### src/rtl/fir2d_coeff_if.sv
// Host-side control port of the 2-D FIR coefficient controller: tap writes,
// commit/abort of a bank swap, and swap/error status.
interface fir2d_coeff_if #(
  parameter int ADDR_W = 8
);
  logic              wr_valid;
  logic              wr_ready;
  logic [ADDR_W-1:0] wr_addr;
  logic [15:0]       wr_data;
  logic              commit_i;
  logic              abort_i;
  logic              err_clr_i;
  logic              pending_o;
  logic              done_o;
  logic              err_o;
  logic [15:0]       swap_cnt_o;

  modport master (
    output wr_valid, wr_addr, wr_data, commit_i, abort_i, err_clr_i,
    input  wr_ready, pending_o, done_o, err_o, swap_cnt_o
  );

  modport slave (
    input  wr_valid, wr_addr, wr_data, commit_i, abort_i, err_clr_i,
    output wr_ready, pending_o, done_o, err_o, swap_cnt_o
  );
endinterface

### src/rtl/fir2d_coeff_ctrl.sv
// Double-buffered coefficient bank for the 2-D FIR: host writes a shadow bank,
// a commit arms a swap into the active bank at the next vsync leading edge.
// Optional feature macro FIR2D_CTRL_READBACK_EN adds a registered tap readback port.
module fir2d_coeff_ctrl #(
  parameter int W_H    = 5,
  parameter int W_L    = 5,
  parameter int ADDR_W = 8,
  parameter int VS_POL = 1
) (
  input  logic                     clk,
  input  logic                     rst_n,
  fir2d_coeff_if.slave             host,
  input  logic                     vs_i,
`ifdef FIR2D_CTRL_READBACK_EN
  input  logic [ADDR_W-1:0]        rd_addr,
  input  logic                     rd_sel,
  output logic [15:0]              rd_data,
`endif
  output logic [W_H*W_L*16-1:0]    coeffs
);

  localparam int N      = W_H * W_L;
  localparam int ID_TAP = (W_H / 2) * W_L + W_L / 2;
  localparam int IDX_W  = (N > 1) ? $clog2(N) : 1;

  typedef enum logic {
    IDLE  = 1'b0,
    ARMED = 1'b1
  } state_e;

  state_e      state_q, state_d;
  logic [15:0] shadow_q [N];
  logic [15:0] shadow_d [N];
  logic [15:0] active_q [N];
  logic [15:0] active_d [N];
  logic [15:0] swap_cnt_q, swap_cnt_d;
  logic        done_q, done_d;
  logic        err_q, err_d;
  logic        vs_act_q, vs_act_d;

  logic             vs_rise;
  logic             wr_fire;
  logic             wr_in_range;
  logic [IDX_W-1:0] wr_idx;
  logic             err_set;

  // History holds "vsync was active", so polarity is folded in once here.
  assign vs_act_d    = (VS_POL != 0) ? vs_i : ~vs_i;
  assign vs_rise     = vs_act_d & ~vs_act_q;
  assign wr_fire     = host.wr_valid & (state_q == IDLE);
  assign wr_in_range = ({1'b0, host.wr_addr} < (ADDR_W + 1)'(N));
  assign wr_idx      = host.wr_addr[IDX_W-1:0];

  always_comb begin
    // NOTE: every signal gets a default before any branch so no latch can be inferred.
    state_d    = state_q;
    shadow_d   = shadow_q;
    active_d   = active_q;
    swap_cnt_d = swap_cnt_q;
    done_d     = 1'b0;
    err_set    = 1'b0;

    // Writes are only accepted in IDLE, so a swap always copies a settled shadow.
    if (wr_fire) begin
      if (wr_in_range) shadow_d[wr_idx] = host.wr_data;
      else             err_set          = 1'b1;
    end

    err_d = err_set | (err_q & ~host.err_clr_i);

    unique case (state_q)
      IDLE: begin
        if (host.commit_i) state_d = ARMED;
      end
      ARMED: begin
        if (host.abort_i) begin
          state_d = IDLE;
        end else if (vs_rise) begin
          active_d   = shadow_q;
          swap_cnt_d = swap_cnt_q + 16'd1;
          done_d     = 1'b1;
          state_d    = IDLE;
        end
      end
      default: state_d = IDLE;
    endcase
  end

  always_ff @(posedge clk or negedge rst_n) begin
    if (!rst_n) begin
      state_q    <= IDLE;
      swap_cnt_q <= '0;
      done_q     <= 1'b0;
      err_q      <= 1'b0;
      vs_act_q   <= 1'b0;
      // NOTE: both banks are reset because the filter must see a valid identity kernel out of reset.
      for (int i = 0; i < N; i++) begin
        shadow_q[i] <= (i == ID_TAP) ? 16'h0100 : 16'h0000;
        active_q[i] <= (i == ID_TAP) ? 16'h0100 : 16'h0000;
      end
    end else begin
      // NOTE: non-blocking assignments keep every flop updating from pre-edge values.
      state_q    <= state_d;
      swap_cnt_q <= swap_cnt_d;
      done_q     <= done_d;
      err_q      <= err_d;
      vs_act_q   <= vs_act_d;
      shadow_q   <= shadow_d;
      active_q   <= active_d;
    end
  end

  always_comb begin
    for (int i = 0; i < N; i++) coeffs[16*i +: 16] = active_q[i];
  end

  assign host.wr_ready   = (state_q == IDLE);
  assign host.pending_o  = (state_q == ARMED);
  assign host.done_o     = done_q;
  assign host.err_o      = err_q;
  assign host.swap_cnt_o = swap_cnt_q;

`ifdef FIR2D_CTRL_READBACK_EN
  logic [15:0]      rd_data_q, rd_data_d;
  logic             rd_in_range;
  logic [IDX_W-1:0] rd_idx;

  assign rd_in_range = ({1'b0, rd_addr} < (ADDR_W + 1)'(N));
  assign rd_idx      = rd_addr[IDX_W-1:0];

  always_comb begin
    rd_data_d = 16'h0000;
    if (rd_in_range) rd_data_d = rd_sel ? active_q[rd_idx] : shadow_q[rd_idx];
  end

  always_ff @(posedge clk or negedge rst_n) begin
    if (!rst_n) rd_data_q <= 16'h0000;
    else        rd_data_q <= rd_data_d;
  end

  assign rd_data = rd_data_q;
`endif

endmodule

### src/flat_wrapper.sv
// flat-port wrapper written by rule: the top's interface ports become plain ports
module fir2d_coeff_ctrl_flat 
#(
  parameter int W_H    = 5,
  parameter int W_L    = 5,
  parameter int ADDR_W = 8,
  parameter int VS_POL = 1
)
  (clk, rst_n, vs_i, coeffs, host_wr_valid, host_wr_addr, host_wr_data, host_commit_i, host_abort_i, host_err_clr_i, host_wr_ready, host_pending_o, host_done_o, host_err_o, host_swap_cnt_o);
  fir2d_coeff_if #(.ADDR_W(ADDR_W)) host_i ();
  input  logic clk;
  input  logic rst_n;
  input  logic vs_i;
  output logic [W_H*W_L*16-1:0] coeffs;
  input wire logic [$bits(host_i.wr_valid)-1:0] host_wr_valid;
  input wire logic [$bits(host_i.wr_addr)-1:0] host_wr_addr;
  input wire logic [$bits(host_i.wr_data)-1:0] host_wr_data;
  input wire logic [$bits(host_i.commit_i)-1:0] host_commit_i;
  input wire logic [$bits(host_i.abort_i)-1:0] host_abort_i;
  input wire logic [$bits(host_i.err_clr_i)-1:0] host_err_clr_i;
  output wire logic [$bits(host_i.wr_ready)-1:0] host_wr_ready;
  output wire logic [$bits(host_i.pending_o)-1:0] host_pending_o;
  output wire logic [$bits(host_i.done_o)-1:0] host_done_o;
  output wire logic [$bits(host_i.err_o)-1:0] host_err_o;
  output wire logic [$bits(host_i.swap_cnt_o)-1:0] host_swap_cnt_o;
  assign host_i.wr_valid = host_wr_valid;
  assign host_i.wr_addr = host_wr_addr;
  assign host_i.wr_data = host_wr_data;
  assign host_i.commit_i = host_commit_i;
  assign host_i.abort_i = host_abort_i;
  assign host_i.err_clr_i = host_err_clr_i;
  assign host_wr_ready = host_i.wr_ready;
  assign host_pending_o = host_i.pending_o;
  assign host_done_o = host_i.done_o;
  assign host_err_o = host_i.err_o;
  assign host_swap_cnt_o = host_i.swap_cnt_o;
  fir2d_coeff_ctrl #(.W_H(W_H), .W_L(W_L), .ADDR_W(ADDR_W), .VS_POL(VS_POL)) u_core (.clk(clk), .rst_n(rst_n), .host(host_i), .vs_i(vs_i), .coeffs(coeffs));
endmodule
### config.mk
export PLATFORM = sky130hd
export DESIGN_NAME = fir2d_coeff_ctrl_flat
export DESIGN_NICKNAME = d
export VERILOG_FILES = /design/src/rtl/fir2d_coeff_if.sv /design/src/rtl/fir2d_coeff_ctrl.sv /design/src/flat_wrapper.sv
export SDC_FILE = /design/constraint.sdc
export NUM_CORES = 1
export LEC_CHECK = 0
export ABC_CLOCK_PERIOD_IN_PS = 1960
export CAP_MARGIN = 20
export CORE_ASPECT_RATIO = 0.8
export CORE_MARGIN = 8
export CORE_UTILIZATION = 49
export CTS_CLUSTER_DIAMETER = 40
export DETAILED_ROUTE_END_ITERATION = 6
export PLACE_DENSITY = 0.76
export RECOVER_POWER = 50
export SLEW_MARGIN = 20
export SYNTH_ARGS = -nofsm -noshare
export SYNTH_HDL_FRONTEND = slang
export SYNTH_SLANG_ARGS = --single-unit
### constraint.sdc
create_clock -name clk -period 1.96 [get_ports clk]
set_clock_uncertainty 0.1 [all_clocks]
set_input_delay 0.588 -clock clk [delete_from_list [all_inputs] [get_ports clk]]
set_output_delay 0.588 -clock clk [all_outputs]
set_load 0.005 [all_outputs]
# Yosys cells after proc, flatten, opt, wreduce, memory -nomap -nowiden
# Index checks and enable logic that the tools add are counted.
# Widths: inputs -> output; s select.
[totals] regBits=820 latch_bits=0 ramBits=0 rom_bits=0 out_inout_bits=420 elab_cells=83 mem_count=0
[classes] add_sub_neg=1 mul=0 n_div=0 magnitude_cmp=3 eq_ne=0 shift=0 muxes=12 bitwise=9 n_reduce_logical=3
[op_table] op="$bwmux 400" count=1
[op_table] op="$demux 16 s5" count=1
[op_table] op="$add 16x1->16 const B" count=1
[op_table] op="$mux 16" count=1
[op_table] op="$lt 8x5->1 const B" count=1
[op_table] op="$mux 1" count=8
[op_table] op="$ge 6x6->1 const B" count=1
[op_table] op="$lt 6x1->1 const B" count=1
[op_table] op="$not 5->6" count=1
[op_table] op="$not 1->1" count=4
[op_table] op="$and 1x1->1" count=3
[op_table] op="$reduce_and 3->1" count=1
[op_table] op="$pmux 1 s2" count=1
[op_table] op="$reduce_and 2->1" count=1
[op_table] op="$logic_and 1x1->1" count=1
[op_table] op="$or 1x1->1" count=1

# Depth between registers and ports, before layout
# Gate-level depths: netlist (run 1).
[logic_depth] depth_word=6 ltp_mapped=6

# Worst setup path after synthesis (run 1)
# No wires, ideal clock.
[synth_timing] kind="input -> register" startpoint="in host_wr_addr[6]" endpoint="reg u_core.shadow_q[85] (netlist name)" setup_time_ps=125 arrival_ps=2090 required_ps=1735 setup_slack_ps=-355 stages=5 path_cell_list="or2_0 -> nor4_1 -> nand2_2 -> buf_2 -> mux2_2"
[synth_between] elab_chain_len=2
[synth_rtl] element="start: declaration" line="flat_wrapper.sv:16" source="input wire logic [$bits(host_i.wr_addr)-1:0] host_wr_addr;"
[synth_rtl] element="$lt 8x5->1" line="fir2d_coeff_ctrl.sv:51" source="assign wr_in_range = ({1'b0, host.wr_addr} < (ADDR_W + 1)'(N));"
[synth_rtl] element="$reduce_and 2->1 (no line)"
[synth_rtl] element="end signal: indexed assignment" line="fir2d_coeff_ctrl.sv:98" source="shadow_q[i] <= (i == ID_TAP) ? 16'h0100 : 16'h0000;"
[synth_rtl] element="end signal: assignment" line="fir2d_coeff_ctrl.sv:108" source="shadow_q <= shadow_d;"
[synth_rtl] element="end: declaration" line="fir2d_coeff_ctrl.sv:32" source="logic [15:0] shadow_q [N];"
# Every way passes these cells.
# A chain may end at the register's enable or synchronous reset.

# Worst setup path in the final report (run 1)
[layout_timing] startpoint="in host_wr_addr[2]" endpoint="reg u_core.shadow_q[267] (netlist name)"
[layout_between] elab_chain_len=6
[layout_rtl] element="$not 5->6 (implied by the code)" line="fir2d_coeff_ctrl.sv:65" source="if (wr_in_range) shadow_d[wr_idx] = host.wr_data;"
[layout_rtl] element="$ge 6x6->1 (implied by the code) or $lt 6x1->1 (tied branches)" line="fir2d_coeff_ctrl.sv:65"
[layout_rtl] element="$logic_and 1x1->1 (implied by the code)" line="fir2d_coeff_ctrl.sv:65"
[layout_rtl] element="$mux 16 (implied by the code)" line="fir2d_coeff_ctrl.sv:65"
[layout_rtl] element="$demux 16 s5" line="fir2d_coeff_ctrl.sv:65"
[layout_rtl] element="$bwmux 400" line="fir2d_coeff_ctrl.sv:65"
# Several ways; a longest one is shown, not always the timed one.

==> impl_metrics.csv, run 1 <==
group,metric,value,unit
status,status,"complete, but fails checks",
status,violations,"negative setup slack",
job,drv_cap,0,
sta,period_share,1.03,
drt,wire_per_inst,25.3,um
global_routing,grt_antenna_before_repair,7,
synthesis,yosys-top-cells-area,"dfrtp_1 67%, mux2_2 29%, buf_2 0.74%, clkbuf_1 0.64%, nand2_1 0.25%",
sta,fin_setup_tns,-3.77,ns
layout,stdcell_area,40200,um2
synthesis,synth_area,30600,um2
worst_setup_path,crit_fanout,8,
sta,worst_slew_pin_slew,1.10,ns
worst_setup_path,critPathKind,"input port to flip-flop",
placed_design,numPortBuffers,450,
cts,cts_sinks,820,
cts,htree_levels,3,
drt,vias,18300,
sta,hold_viol,0,
synthesis,synth_ff_type,"dfrtp_1",
cts,cts_buffers,92,
cts,clk_pin_slew,0.06,ns
synthesis,seq_area_frac_synth,0.670,
synthesis,synthesis.instances,1822,
synthesis,synth.most_common_cell,"dfrtp_1",
placed_design,place_ws,-0.830,ns
placed_design,dpl-instance-area,37200,um2
synthesis,ys_ff_latch,820,
drt,dr.pass1.iters,5,
worst_hold_path,hp-class,"input port to flip-flop",
die,die_y,240,um
sta,finalSetupViolations,230,
synthesis,syn-num-nets,1854,
worst_setup_path,startpoint_type,"input port",
layout,syn_to_final_growth,31.4,%
die,rows,82,
sta,max-slew-margin-rel,0.269,
synthesis,synth_edf_count,0,
synthesis,netlist_top_cells_count,"818 x dfrtp_1, 802 x mux2_2, 52 x clkbuf_1",
placed_design,dp_hpwl,55600,um
worst_setup_path,rr_endpoint,"u_core.coeffs[172]",
drt,drtIter0Drc,1016,
global_routing,grt_first_pass_wirelength,128000,um
layout,layout.nets,2531,
power,p_leak,21.5,nW
sta,rsz0062_at_grt,"true",
global_routing,grt_use_total,0.239,
power,p_per_area,948,nW/um2
layout,multi_input_area,9910,um2
global_routing,grt_max_degree,104,
global_routing,grt_pass1_vias,20300,
synthesis,async_flop_share,1.00,
worst_setup_path,reg2regPathDepth,7,
worst_hold_path,holdCritStartpoint,"vs_i",
cts,cts.path.max_buffers,3,
drt,ant_nets,0,
sta,fmax,494,MHz
worst_setup_path,regToRegSetupSlack,-0.04,ns
worst_setup_path,r2r-start,"u_core.host.pending_o",
sta,slew_viol_final,0,
layout,register_area,20500,um2
drt,wirelength,86400,um
power,power.total,38.2,mW
placed_design,place_congestion,0.781,
sta,fin_crit,2.03,ns
die,die_x,296,um
die,pin_count,451,
cts,root_buffer,"clkbuf_16",
global_routing,grt_overflow_total,0,
worst_setup_path,critPathRequiredTime,2.36,ns
layout,utilization,0.646,
worst_setup_path,endpoint_kind,"flip-flop",
synthesis,yosysTopAreaCell,"dfrtp_1",
sta,setup_slack,-0.0651,ns
power,ir_worst_vdd,0.000642,V
worst_hold_path,worstHoldPathCells,1,
drt,post-route-drc-count,0,
worst_hold_path,holdPathEnd,"u_core.vs_act_q",
die,initial_core_util,0.492,
layout,drive_above_1_share,0.597,
cts,cts_tree,"done",
synthesis,yosysWarnings,0,
worst_setup_path,crit_arrival,2.43,ns
synthesis,synth_top_area_frac,0.668,
synthesis,avgSynthCellArea,16.8,um2
synthesis,synth.distinct_cells,35,
drt,routed_via_density,5.35,
cts,clock_latency,0.64,ns
die,dieArea,70800,um2
layout,nFillCells,4399,
die,core,62300,um2
repair_timing:
item | CTS | global route
resized for setup | 1424 | 31
setup endpoints to repair | 1068 | 661
endpoints found under the hold margin | 15 | 0
hold buffers | 1 | 0
setup buffers | 113 | 5
gates cloned | 3 | 4
pin swaps | 8 | 4
per-layer routing:
layer	vias to the layer above	global-route usage	wire length [um]
li1	7804	-	-
met1	9811	0.313	36200
met2	520	0.394	43100
met3	144	0.0538	4770
met4	0	0.0815	2300
met5	-	0	0
cell usage in the layout, fill, tap and decap left out, types with 3 or more instances in the layout:
master | netlist | layout
nand2_2 | 8 | 14
xor2_1 | 7 | 7
mux2_4 | 0 | 16
bufinv_16 | 0 | 10
clkbuf_16 | 0 | 96
buf_4 | 3 | 153
nor2_4 | 0 | 4
buf_12 | 0 | 29
nor4_4 | 1 | 3
clkinvlp_4 | 0 | 11
inv_6 | 0 | 7
inv_16 | 0 | 3
clkinv_4 | 0 | 6
buf_16 | 0 | 8
buf_2 | 45 | 282
dlygate4sd2_1 | 0 | 5
clkbuf_4 | 0 | 7
nand4_1 | 4 | 4
clkinv_2 | 0 | 7
clkbuf_1 | 52 | 14
clkbuf_2 | 0 | 15
inv_1 | 6 | 6
dfrtp_1 | 818 | 817
clkdlybuf4s15_2 | 0 | 13
nand2_1 | 20 | 10
clkdlybuf4s15_1 | 0 | 144
buf_6 | 0 | 17
nor3_2 | 1 | 4
clkbuf_8 | 0 | 17
xnor2_1 | 8 | 8
clkdlybuf4s50_1 | 0 | 5
diode_2 | 0 | 5
nor2_1 | 7 | 3
mux2_2 | 802 | 786
nand2_8 | 0 | 3
how the worst max path moves through the flow:
stage / from / end / slack, ns
after floorplan: host_wr_addr[6] / u_core.shadow_q[133] / -0.35
after global routing: u_core.host.pending_o / u_core.coeffs[167] / -0.10
after CTS: u_core.host.pending_o / u_core.coeffs[103] / -0.05
after global placement: host_wr_addr[6] / u_core.shadow_q[267] / -0.81
final: host_wr_addr[2] / u_core.shadow_q[267] / -0.07
after detailed placement: host_wr_addr[6] / u_core.shadow_q[140] / -0.83
through the flow:
stage | hold WS [ns] | cells
6_report | 0.168 | 3417
5_1_grt | 0.137 | 3416
4_1_cts | 0.131 | 3403
3_5_place_dp | 0.364 | 3120
3_3_place_gp | 0.360 | 3120
2_1_floorplan | 0.192 | 1822
critical path, stage by stage:
cell	delay, ns
dlygate4sd2_1	0.26
or4_4	0.48
nor4_4	0.23
buf_4	0.16
buf_6	0.10
nand3b_4	0.12
buf_12	0.18
mux2_4	0.30
report_power, final:
part / switching (mW) / leakage, nW / internal [mW]
combinational: 1.27 / 8.57 / 1.13
sequential: 0.412 / 11.4 / 17.6
clock: 7.07 / 1.55 / 10.7
total: 8.75 / 21.5 / 29.4
kinds of logic after synthesis:
logic type | count (synthesis) | share of synthesized area
buffers and inverters | 112 | 0.0159
XOR/XNOR | 15 | 0.00429
AND/OR/NAND/NOR | 69 | 0.0136
AO/OA/AOI/OAI | 3 | 0.000695
flip-flops | 820 | 0.670
multiplexers | 802 | 0.295
adder cells (fa/ha/maj) | 1 | 0.000408
final cells by class:
| class | count | share of cell area |
|---|---|---|
| Antenna cell | 5 | 0.000311 |
| Clock buffer | 119 | 0.0640 |
| Clock inverter | 48 | 0.0161 |
| Inverter | 6 | 0.000560 |
| Multi-Input combinational cell | 891 | 0.246 |
| Sequential cell | 820 | 0.510 |
| Tap cell | 840 | 0.0261 |
| Timing Repair Buffer | 688 | 0.137 |
flip-flops by register name, indices dropped and copies added, names as in the netlist:
signal / cells
u_core.host.done_o: 1
u_core.shadow_q: 400
u_core.coeffs: 400
u_core.host.pending_o: 1
u_core.host.err_o: 1
u_core.host.swap_cnt_o: 16
u_core.vs_act_q: 1
No activity file was read; power rests on OpenSTA's default activity.
==> run 2, diff against run 1 <==
- CORE_MARGIN: 8 -> unset
- GPL_TIMING_DRIVEN: unset -> 0
- SLEW_MARGIN: 20 -> 10
==> impl_metrics.csv, run 2 (synthesis results as in run 1) <==
group,metric,value,unit
die,rows,81,
worst_hold_path,hp-class,"input port to async pin",
worst_setup_path,reg2regPathDepth,7,
layout,drive_above_1_share,0.631,
die,die_y,226,um
layout,syn_to_final_growth,35.0,%
worst_setup_path,critPathRequiredTime,1.27,ns
die,die_x,282,um
sta,hold_viol,0,
status,violations,"negative setup slack",
global_routing,grt_overflow_total,0,
cts,cts_tree,"done",
layout,utilization,0.673,
drt,vias,18500,
worst_setup_path,cp_num_buf_inv,1,
worst_setup_path,slowest_delay,0.42,ns
die,dieArea,63500,um2
worst_setup_path,critPathKind,"flip-flop to output pin",
status,status,"complete, but fails checks",
power,comb_power_share,0.066,
worst_setup_path,cpLargestDelayFamily,"flip-flops",
cts,clock_latency,0.64,ns
sta,period_share,1.04,
power,p_per_area,954,nW/um2
cts,htree_levels,3,
layout,layout_common_cells,"816 x dfrtp_1, 702 x mux2_2, 311 x buf_2",
placed_design,numPortBuffers,448,
sta,fin_crit,2.04,ns
global_routing,grt_max_degree,110,
sta,fin_setup_tns,-15.10,ns
global_routing,grt_use_total,0.268,
sta,fmax,490,MHz
power,power_frac_clock,0.480,
job,drv_cap,0,
global_routing,grt_pass1_vias,19700,
drt,dr.pass1.iters,5,
sta,rsz0062_at_grt,"true",
worst_setup_path,rr_endpoint,"u_core.coeffs[150]",
cts,cts_sinks,820,
placed_design,dp_hpwl,55700,um
drt,post-route-drc-count,0,
die,initial_core_util,0.499,
power,p_int,30.2,mW
worst_setup_path,crit_fanout,3,
drt,wire_per_inst,25.1,um
cts,clk_pin_slew,0.06,ns
layout,final_common_cell,"dfrtp_1",
worst_setup_path,crit_arrival,1.35,ns
worst_setup_path,regToRegSetupSlack,-0.08,ns
drt,wirelength,86500,um
sta,worst_slew_pin_slew,1.39,ns
worst_setup_path,r2r-start,"u_core.host.pending_o",
power,switching_power,9.24,mW
sta,slew_viol_final,0,
worst_setup_path,crit_slowest_cell,"dfrtp_1",
worst_setup_path,startpoint_type,"flip-flop",
drt,drtIter0Drc,846,
cts,cts_buffers,99,
worst_setup_path,worstSetupStartpoint,"u_core.host.pending_o",
placed_design,place_congestion,0.803,
power,p_leak,22.2,nW
drt,routed_via_density,5.36,
cts,cts.path.max_buffers,3,
worst_setup_path,endpoint_kind,"output pin",
global_routing,grt_antenna_before_repair,10,
die,pin_count,451,
sta,max-slew-margin-rel,0.0745,
cts,root_buffer,"clkbuf_16",
power,ir_worst_vdd,0.000771,V
layout,layout.nets,2564,
power,seqPwrFrac,0.454,
sta,finalSetupViolations,362,
global_routing,grt_first_pass_wirelength,125000,um
layout,nFillCells,4167,
drt,ant_nets,0,
power,swShare,0.234,
worst_setup_path,crit_chain,"dlygate4sd2_1",
die,core,61400,um2
sta,setup_slack,-0.0828,ns
==> run 2: cell types whose count changed in the layout (fill, tap and decap cells not counted), sizes merged, moves of 6 or more <==
cell	before	now
buf	490	519
clkbuf	149	244
clkdlybuf4s15	157	52
clkdlybuf4s50	5	20
clkinv	15	29
clkinvlp	11	5
==> run 2: through the flow <==
stage                     area (um2)  hold slack, ns  worst slack (ns)  total power [mW]  instances
after global placement         36500           0.360            -34.33              20.5       3100
final                          41400           0.105           -0.0828              39.5       3451
after global routing           41300           0.112            -0.129              40.8       3449
after CTS                      40700          -0.213            -0.103              39.6       3419
after detailed placement       36700           0.363             -1.40              20.7       3108
after floorplan                31000           0.192            -0.351              19.0       1822
==> run 2: power by group through the flow <==
| stage | combinational (mW) | sequential [mW] | clock, mW |
|---|---|---|---|
| final | 2.62 | 17.9 | 18.9 |
| after CTS | 2.54 | 17.9 | 19.2 |
| after global placement | 2.26 | 18.2 | 0 |
| after detailed placement | 2.49 | 18.2 | 0 |
| after floorplan | 0.853 | 18.1 | 0 |
| after global routing | 2.81 | 17.9 | 20.0 |
==> run 2: how the worst max path moves through the flow <==
stage | to | depth (start not counted)
finish | host_pending_o | 1
global route | u_core.host.swap_cnt_o[15] | 9
CTS | host_pending_o | 1
detailed placement | u_core.shadow_q[284] | 6
global placement | u_core.coeffs[266] | 1
floorplan | u_core.shadow_q[133] | 5
==> run 2: area by class of cell <==
cell class	count	area [um2]	area share
Multi-Input combinational cell	890	10500	0.253
Buffer	103	1300	0.0315
Sequential cell	820	20500	0.496
Tap cell	830	1040	0.0251
Timing Repair Buffer	612	4480	0.108
Inverter	6	22.5	0.000545
Antenna cell	4	10.0	0.000242
Clock buffer	126	2740	0.0662
Clock inverter	60	754	0.0182
==> run 2: what timing repair did <==
action	4_1_cts	5_1_grt
buffers inserted	111	19
gates cloned	14	9
hold endpoints to repair	101	101
gates resized for setup	1649	250
endpoints found under the setup margin	1529	899
pin swaps	11	21
==> run 2: metal layers <==
metal  global-route usage  part of all wire
met1                0.360              0.43
met2                0.429              0.48
met3               0.0596             0.053
met4               0.0998             0.034
met5                    0           0.00050
==> run 3, diff against run 2 <==
- CORE_UTILIZATION: 49 -> 55
- DONT_BUFFER_PORTS: unset -> 1
- PLACE_DENSITY: 0.76 -> 0.73
==> impl_metrics.csv, run 3 (synthesis results as in run 1) <==
group,metric,value,unit
status,status,"complete, but fails checks",
status,violations,"negative hold slack, max-slew violations, negative setup slack",
global_routing,grt_first_pass_wirelength,113000,um
layout,layout_common_cells,"817 x dfrtp_1, 798 x mux2_2, 120 x clkbuf_16",
layout,syn_to_final_growth,21.5,%
worst_setup_path,startpoint_type,"input port",
global_routing,grt_pass1_vias,16800,
global_routing,grt_overflow_total,0,
cts,cts_sinks,820,
die,rows,76,
sta,hold_viol,444,
cts,cts.path.max_buffers,3,
cts,cts_tree,"done",
worst_setup_path,critPathKind,"input port to async pin",
sta,rsz0062_at_grt,"true",
sta,period_share,1.11,
sta,worst_slew_pin_slew,3.08,ns
power,p_leak,19.0,nW
drt,dr.pass1.iters,6,
layout,layout.nets,2047,
sta,max-slew-margin-rel,-1.05,
die,initial_core_util,0.563,
drt,drtIter0Drc,986,
sta,fmax,459,MHz
layout,drive_above_1_share,0.553,
cts,root_buffer,"clkbuf_16",
cts,cts_buffers,98,
global_routing,grt_use_total,0.274,
job,drv_cap,0,
global_routing,grt_antenna_before_repair,5,
placed_design,place_congestion,0.778,
die,core,54400,um2
power,ir_worst_vdd,0.000862,V
die,die_x,266,um
cts,clk_pin_slew,0.06,ns
sta,slew_viol_final,478,
die,dieArea,56600,um2
sta,fin_crit,2.18,ns
layout,stdcell_area,37200,um2
drt,wirelength,78800,um
worst_hold_path,hp-class,"input port to async pin",
worst_setup_path,endpoint_kind,"async pin",
worst_setup_path,crit_arrival,2.13,ns
global_routing,grt_max_degree,821,
sta,fin_setup_tns,-28.88,ns
drt,wire_per_inst,27.8,um
die,die_y,213,um
placed_design,dpl-instance-area,31900,um2
power,p_per_area,1010,nW/um2
placed_design,dp_hpwl,50000,um
sta,whs,-0.447,ns
worst_setup_path,critPathRequiredTime,1.91,ns
sta,setup_slack,-0.220,ns
cts,clock_latency,0.63,ns
layout,nFillCells,3571,
drt,vias,16200,
placed_design,placedCellCount,2563,
layout,finalNonFillerCells,2838,
layout,final_common_cell,"dfrtp_1",
drt,ant_nets,0,
placed_design,place_ws,-0.910,ns
placed_design,numPortBuffers,0,
drt,post-route-drc-count,0,
worst_setup_path,crit_fanout,820,
sta,finalSetupViolations,258,
drt,routed_via_density,5.72,
cts,htree_levels,3,
cts,cts_hold_buf,19,
die,pin_count,451,
[run 3: final timing paths]
| path | cells after the start | slack, ns | start | endpoint |
|---|---|---|---|---|
| setup / recovery | 0 | -0.22 | rst_n | u_core.coeffs[140] |
| hold / removal | 0 | -0.45 | rst_n | u_core.coeffs[122] |
| setup reg to reg | 6 | -0.03 | u_core.vs_act_q | u_core.coeffs[58] |
| hold reg to reg | 1 | 0.39 | u_core.host.swap_cnt_o[15] | u_core.host.swap_cnt_o[15] |
| max in group clk | 6 | -0.03 | u_core.vs_act_q | u_core.coeffs[58] |
| min in group clk | 2 | 0.10 | host_wr_addr[5] | u_core.host.err_o |
[run 3: report_power, final]
group | total [mW] | leakage, nW | internal (mW) | switching (mW)
Clock | 18.2 | 1.59 | 10.9 | 7.34
Combinational | 1.36 | 6.09 | 0.724 | 0.636
Sequential | 18.1 | 11.4 | 17.6 | 0.553
Total | 37.7 | 19.0 | 29.2 | 8.53
[run 3: metrics by stage]
stage	power, mW	util
after floorplan	19.0	-
after global placement	19.4	0.587
after detailed placement	19.5	0.587
after CTS	37.9	0.664
after global routing	38.8	0.684
final	37.7	0.684
[run 3: repair_timing]
action                     CTS  global route
resized for setup          111            92
hold endpoints to repair   903           818
buffers inserted            15            38
setup endpoints to repair  802           532
gates cloned                 6            17
pin swaps                    4             7
[run 3: layer usage]
layer | GRT usage | vias up | share of wire
li1 | - | 6850 | -
met1 | 0.357 | 8800 | 0.40
met2 | 0.434 | 457 | 0.48
met3 | 0.0970 | 114 | 0.087
met4 | 0.0846 | 2 | 0.024
met5 | 0 | - | 0.00016
[run 3: layout make-up]
class / count / area (um2) / area share
plain buffers: 104 / 1250 / 0.0335
diodes: 1 / 2.50 / 0.0000673
repair buffers: 95 / 1160 / 0.0311
flip-flops and latches: 820 / 20500 / 0.552
multi-input cells: 890 / 10000 / 0.269
well taps: 741 / 927 / 0.0249
inverters: 6 / 22.5 / 0.000605
clock inverters: 55 / 617 / 0.0166
clock buffers: 126 / 2680 / 0.0721
